===== src/rtl/csa_accumulator.sv =====
// Packet accumulator: operands fold into a carry-save total each beat, then the
// pair is resolved RB bits per cycle into a plain binary result.
module csa_accumulator #(
    parameter int W     = 4,
    parameter int N     = 3,
    parameter int ACC_W = 16,
    parameter int RB    = 4
) (
    input  logic               clk,
    input  logic               rst_n,
    input  logic               in_valid,
    output logic               in_ready,
    input  logic [N*W-1:0]     in_data,
    input  logic               in_last,
    output logic               out_valid,
    input  logic               out_ready,
    output logic [ACC_W-1:0]   out_sum,
    output logic [15:0]        out_beats
);

    localparam int NCH = ACC_W / RB;
    localparam int IW  = (NCH > 1) ? $clog2(NCH) : 1;
    localparam logic [IW-1:0] LAST_IDX = IW'(NCH - 1);

    typedef enum logic [1:0] {ACCUM, RESOLVE, OUTPUT} state_t;

    state_t             state_q, state_d;
    logic [ACC_W-1:0]   s_q, s_d;
    logic [ACC_W-1:0]   c_q, c_d;
    logic [15:0]        beats_q, beats_d;
    logic               carry_q, carry_d;
    logic [IW-1:0]      idx_q, idx_d;
    logic [ACC_W-1:0]   res_q, res_d;
    logic               out_valid_q, out_valid_d;
    logic [ACC_W-1:0]   out_sum_q, out_sum_d;
    logic [15:0]        out_beats_q, out_beats_d;

    logic [ACC_W-1:0]   tree_s, tree_c, op, maj;
    logic [RB:0]        chunk_sum;

    // Chain of 3:2 compressors; the left shift of the majority vector drops the
    // carry out of the top bit, which is exactly the modulo-2^ACC_W wrap.
    always_comb begin
        tree_s = s_q;
        tree_c = c_q;
        op     = '0;
        maj    = '0;
        for (int k = 0; k < N; k++) begin
            op          = '0;
            op[W-1:0]   = in_data[k*W +: W];
            maj         = (tree_s & tree_c) | (tree_s & op) | (tree_c & op);
            tree_s      = tree_s ^ tree_c ^ op;
            tree_c      = maj << 1;
        end
    end

    always_comb begin
        chunk_sum = {1'b0, s_q[int'(idx_q)*RB +: RB]}
                  + {1'b0, c_q[int'(idx_q)*RB +: RB]}
                  + {{RB{1'b0}}, carry_q};
    end

    always_comb begin
        state_d     = state_q;
        s_d         = s_q;
        c_d         = c_q;
        beats_d     = beats_q;
        carry_d     = carry_q;
        idx_d       = idx_q;
        res_d       = res_q;
        out_valid_d = out_valid_q;
        out_sum_d   = out_sum_q;
        out_beats_d = out_beats_q;

        case (state_q)
            ACCUM: begin
                if (in_valid) begin
                    s_d     = tree_s;
                    c_d     = tree_c;
                    beats_d = (beats_q == 16'hFFFF) ? beats_q : beats_q + 16'd1;
                    if (in_last) begin
                        state_d = RESOLVE;
                        idx_d   = '0;
                        carry_d = 1'b0;
                        res_d   = '0;
                    end
                end
            end
            RESOLVE: begin
                res_d[int'(idx_q)*RB +: RB] = chunk_sum[RB-1:0];
                carry_d = chunk_sum[RB];
                idx_d   = idx_q + IW'(1);
                if (idx_q == LAST_IDX) begin
                    state_d     = OUTPUT;
                    carry_d     = 1'b0;
                    out_valid_d = 1'b1;
                    out_sum_d   = res_d;
                    out_beats_d = beats_q;
                end
            end
            OUTPUT: begin
                if (out_ready) begin
                    state_d     = ACCUM;
                    s_d         = '0;
                    c_d         = '0;
                    beats_d     = '0;
                    out_valid_d = 1'b0;
                    out_sum_d   = '0;
                    out_beats_d = '0;
                end
            end
            default: begin
                state_d = ACCUM;
            end
        endcase
    end

    always_ff @(posedge clk or negedge rst_n) begin
        if (!rst_n) begin
            state_q     <= ACCUM;
            s_q         <= '0;
            c_q         <= '0;
            beats_q     <= '0;
            carry_q     <= 1'b0;
            idx_q       <= '0;
            res_q       <= '0;
            out_valid_q <= 1'b0;
            out_sum_q   <= '0;
            out_beats_q <= '0;
        end else begin
            state_q     <= state_d;
            s_q         <= s_d;
            c_q         <= c_d;
            beats_q     <= beats_d;
            carry_q     <= carry_d;
            idx_q       <= idx_d;
            res_q       <= res_d;
            out_valid_q <= out_valid_d;
            out_sum_q   <= out_sum_d;
            out_beats_q <= out_beats_d;
        end
    end

    assign in_ready  = (state_q == ACCUM);
    assign out_valid = out_valid_q;
    assign out_sum   = out_sum_q;
    assign out_beats = out_beats_q;

endmodule


===== config.mk =====
export PLATFORM = sky130hd
export DESIGN_NAME = csa_accumulator
export DESIGN_NICKNAME = d
export VERILOG_FILES = /design/src/rtl/csa_accumulator.sv
export SDC_FILE = /design/constraint.sdc
export NUM_CORES = 1
export LEC_CHECK = 0
export CAP_MARGIN = 25
export CORE_ASPECT_RATIO = 1.1
export CORE_MARGIN = 1
export CORE_UTILIZATION = 58
export DETAILED_ROUTE_END_ITERATION = 10
export HOLD_SLACK_MARGIN = 0.12
export PLACE_DENSITY_LB_ADDON = 0.3
export SYNTH_ARGS = -nofsm -noshare
export SYNTH_HDL_FRONTEND = slang
export SYNTH_SLANG_ARGS = --single-unit

===== constraint.sdc =====
create_clock -name clk -period 3.7 [get_ports clk]
set_input_delay 0.555 -clock clk [delete_from_list [all_inputs] [get_ports clk]]
set_output_delay 0.555 -clock clk [all_outputs]
set_load 0.01 [all_outputs]

-- Word level (Yosys, flattened, before mapping)
Index checks and enable logic that the tools add are counted.
- register bits: 102
- word-level logic and storage cells: 89
- input port bits: 17
- output and inout bits: 34
- shift-type cells: 4
- bitwise gates (word level): 21
- reductions and logical operators: 9
- add/subtract/negate cells: 5
- eq/ne operators: 9
- muxes and demuxes: 31
- operator list (operator ; count):
    one-hot mux 16 bit (2 select lines) ; 6
    two-way mux 16 bit ; 9
    bitwise AND 15 x 4 -> 15 bit ; 6
    OR 15 bit ; 6
    XOR 16 bit ; 3
    XOR 16 x 4 -> 16 bit ; 3
    bitwise AND 15 bit ; 3
    negation 4 -> 33 bit ; 1
    variable shift 4 x 33 -> 16 bit, first input constant ; 1
    variable part select 4 x 33 -> 16 bit ; 1
    variable part select 16 x 5 -> 4 bit ; 2
    adder 16 x 1 -> 16 bit, second input constant ; 1
    bitwise mux 16 bit ; 1
    == test 16 bit, second input constant ; 1
    two-way mux 2 bit ; 6
    AND reduction 3 bit ; 3
    inequality test 2 bit, second input constant ; 4
    AND reduction 4 bit ; 2
    one-hot mux 2 bit (3 select lines) ; 1
    nonzero test 2 bit ; 3
    adder 4 x 4 -> 5 bit ; 1
    adder 5 x 1 -> 5 bit ; 1
    two-way mux 1 bit ; 5
    == test 2 bit, second input constant ; 2
    6 further kinds ; 7

-- Logic depth before layout (Yosys ltp)
- depth in word-level cells: 11
- gate-level depth with buffers: 9
- mapped depth without buffers: 8

-- Worst setup path before layout
Ideal clock, no wire load.
- kind: flip-flop to flip-flop
- start point: register idx_q[0]
- end point: register out_sum_q[14] (netlist: out_sum[14])
- data arrival time: 2.823 ns
- slack: 0.756 ns
- cell stages (with the launch flop): 8
- library setup time: 0.121 ns
- cells stage by stage: dfrtp_1 -> clkbuf_1 -> mux4_2 -> fa_1 -> fa_1 -> xnor2_1 -> o22ai_1 -> a22o_1
- word-level cells in the longest chain between the ends: 7
- RTL lines (what ; line ; source):
    start, declared ; 32 ; logic [IW-1:0] idx_q, idx_d;
    start signal, assigned ; 136 ; idx_q <= idx_d;
    variable part select 16 x 5 -> 4 bit (on tied branches) ; 58, 59 ;
    adder 4 x 4 -> 5 bit ; 59 ; + {1'b0, c_q[int'(idx_q)*RB +: RB]}
    adder 5 x 1 -> 5 bit ; 60 ; + {{RB{1'b0}}, carry_q};
    variable part select 4 x 33 -> 16 bit ; 90 ; res_d[int'(idx_q)*RB +: RB] = chunk_sum[RB-1:0];
    bitwise mux 16 bit ; 90 ;
    two-way mux 16 bit ; 93 ; if (idx_q == LAST_IDX) begin
    one-hot mux 16 bit (2 select lines) ; 75 ; case (state_q)
    end signal, assigned ; 139 ; out_sum_q <= out_sum_d;
    end, declared ; 35 ; logic [ACC_W-1:0] out_sum_q, out_sum_d;
Several ways; a longest one is shown, not always the timed one. The select of a mux whose other input is x is not followed.
A chain may end at the register's enable or synchronous reset.

-- Worst setup path in the final report
- start point: register idx_q[0]
- end point: register out_sum_q[11] (netlist: out_sum[11])
Same word-level chain as after synthesis.

==> flow_summary_export.csv <==
group,metric,value,unit
power,p_total,4.48,mW
clock_network,cts_hold_buffers,0,
sta,fin_skew,0.00676,ns
synthesis,syn_avg_cell_area,11.9,µm²
synthesis,synth-main-ff-cell,"dfrtp_1",
critical_path,cp.arrival,3.28,ns
drt,routed_wl,11.8,mm
critical_path,critical_path.max_fanout,14,
critical_path,start_kind,"flop",
critical_path,rrSetupSlack,0.65,ns
run,drv_cap,0,
final_layout,n_fill_cell,684,
global_routing,grt_pass1_vias,3964,
final_layout,drive_above_1_share,8.32,%
final_layout,multi_input_area,2730,µm²
drt,firstDrtPassIters,4,
sta,drv_slew,0,
clock_network,postCtsSetupBuffers,0,
final_layout,regArea,2530,µm²
global_routing,grt_max_degree,48,
sta,fin_crit,3.05,ns
critical_path,rr_endpoint,"out_sum[11]",
sta,finalSetupViolations,0,
placement,dp_slack,0.657,ns
global_routing,grt_first_pass_wirelength,19.7,mm
global_routing,track_usage,26.9,%
drt,routed_via_density,6.31,
clock_network,clock_latency,0.38,ns
final_layout,postLayoutCellArea,6230,µm²
synthesis,syn_area,5420,µm²
synthesis,ys_ff_latch,101,
critical_path,reg2regPathDepth,6,
power,p_per_area,719,nW/µm²
floorplanning,die_h,103,µm
floorplanning,die_area,9740,µm²
floorplanning,num_rows,36,
final_layout,antenna-diode-count,0,
floorplanning,coreArea,8960,µm²
clock_network,cts_resized,0,
drt,wire_per_inst,19.1,µm
global_routing,antenna_found_initial,0,
placement,place_congestion,0.868,
sta,rsz0062_at_grt,"false",
sta,tightest_slew,0.822,ns
final_layout,post-route-util,69.5,%
synthesis,postSynthCellCount,457,
final_layout,layout.cells.non_filler,619,
clock_network,h-tree-depth,3,
synthesis,syn_nets,531,
critical_path,r2r-start,"idx_q[0]",
global_routing,grt_remaining_overflow,0,
synthesis,synth_cell_types,48,
critical_path,end_kind,"flop",
clock_network,cts_tree,"built",
placement,dpl_cell_area,6000,µm²
drt,drt_iter0_markers,204,
critical_path,crit_slowest_cell,"dfrtp_1",
placement,dp_cells,603,
sta,fin_setup_tns,0,ns
synthesis,synth_edf_count,0,
critical_path,crit_required,3.92,ns
sta,period_share,82.6,%
sta,slew_headroom,45.0,%
sta,fin_hold_ws,0.171,ns
hold_path,hold_path.class,"in -> async",
sta,setup_ws,0.645,ns
clock_network,root_buffer,"clkbuf_8",
final_layout,final_common_cell,"dfrtp_1",
synthesis,ys_warn_count,0,
sta,fmax,327,MHz
clock_network,clkSinkCount,101,
clock_network,cts-buffers-inserted,9,
clock_network,cts_buffer_depth,2,
run_status,outcome,"completed",
critical_path,slowest_delay,0.74,ns
synthesis,ys_seq_area_share,46.6,%
critical_path,path_cells,"mux4_2 > fa_1 > a21o_1 > a21oi_1 > xor2_1 > o311ai_0",
drt,drcViolationCount,0,
final_layout,final_cell_mix,"dfrtp_1, a22o_1, clkdlybuf4s50_1",
final_layout,syn2layout_area_growth,14.8,%
clock_network,clk_pin_slew,0.09,ns
drt,ant_nets,0,
synthesis,async_flop_share,100,%
final_layout,nNetsFinal,574,
floorplanning,pin_count,51,
power,ir_drop,341,µV
drt,vias,3904,
power,p_leak,2.94,nW
floorplanning,start_util,60.5,%
sta,hold_viol_final,0,
placement,portBuffers,50,
floorplanning,die_w,94.2,µm
critical_path,critPathKind,"reg -> reg",
placement,dpl.hpwl,8.41,mm
==> synthesized netlist by cell type (2+ instances only) <==
cell type / n / area share [%]
nand2_1: 35 / 2.4
nand3_1: 12 / 1.1
and3_1: 4 / 0.46
o311ai_0: 4 / 0.65
and4bb_2: 2 / 0.46
a211oi_1: 6 / 0.83
o22ai_1: 3 / 0.35
nor4_1: 2 / 0.23
inv_1: 14 / 0.97
nor4_2: 2 / 0.46
mux4_2: 7 / 2.9
a22o_1: 57 / 9.2
a2111o_1: 2 / 0.42
nand4_1: 2 / 0.23
xor2_1: 2 / 0.32
xnor2_1: 3 / 0.48
mux2i_1: 11 / 2.0
dfrtp_1: 101 / 47
nand3b_1: 6 / 0.83
ha_1: 46 / 11
nand2b_1: 10 / 1.2
o211ai_1: 2 / 0.28
nor2b_1: 11 / 1.3
a21oi_1: 15 / 1.4
o2bb2ai_1: 12 / 1.9
o21ai_0: 17 / 1.6
fa_1: 11 / 4.1
nor2_1: 11 / 0.76
mux2_2: 2 / 0.42
o31ai_1: 2 / 0.28
buf_4: 2 / 0.28
clkbuf_1: 11 / 0.76
and3b_1: 2 / 0.32
o41ai_1: 2 / 0.32
a21o_1: 3 / 0.42
buf_2: 11 / 1.0
==> final cells by class <==
type | instances | share of cell area, %
clock buffers | 12 | 2.49
clock inverters | 4 | 1.13
inverters | 14 | 0.844
multi-input cells | 317 | 43.8
flip-flops and latches | 101 | 40.6
well taps | 114 | 2.29
repair buffers | 57 | 8.84
==> worst max-delay path: cells and delay by family (launching register included) <==
kind / cells / cell delay (ns)
compound gates: 3 / 0.63
xor+xnor: 1 / 0.50
fa+ha+maj: 1 / 0.44
flops: 1 / 0.74
mux: 1 / 0.60
==> sequential cells by signal, summed over array words and instances (netlist names) <==
signal,cells
beats_q,16
out_beats,16
out_sum,16
res_q,16
s_q,16
c_q,15
idx_q,2
state_q,2
carry_q,1
out_valid,1
==> worst max path at each step <==
| stage | depth (start not counted) | endpoint | start |
|---|---|---|---|
| floorplan | 7 | out_sum[14] | idx_q[0] |
| global placement | 6 | out_sum[15] | idx_q[0] |
| detailed placement | 6 | out_sum[11] | idx_q[0] |
| CTS | 6 | out_sum[11] | idx_q[0] |
| global route | 6 | out_sum[11] | idx_q[0] |
| finish | 6 | out_sum[11] | idx_q[0] |
==> logic make-up after synthesis <==
logic type,share of synthesized area (%)
XOR/XNOR,0.808
AND/OR/NAND/NOR,10.9
AO/OA/AOI/OAI,18.4
flip-flops,46.6
buffers and inverters,3.23
multiplexers,5.35
adder cells (fa/ha/maj),14.7
==> routing by layer <==
metal / GRT usage, % / part of all wire (%)
met1: 35.7 / 44
met3: 3.22 / 4.0
met5: 0 / 0
met2: 44.8 / 50
met4: 12.0 / 2.2
==> power breakdown <==
group	total (mW)	internal [mW]	leakage [nW]	switching [mW]
Combinational	1.96	0.903	1.46	1.05
Sequential	1.72	1.39	1.37	0.332
Clock	0.801	0.416	0.116	0.385
Total	4.48	2.71	2.94	1.77
Note: power is estimated with default switching activity, not from simulation.
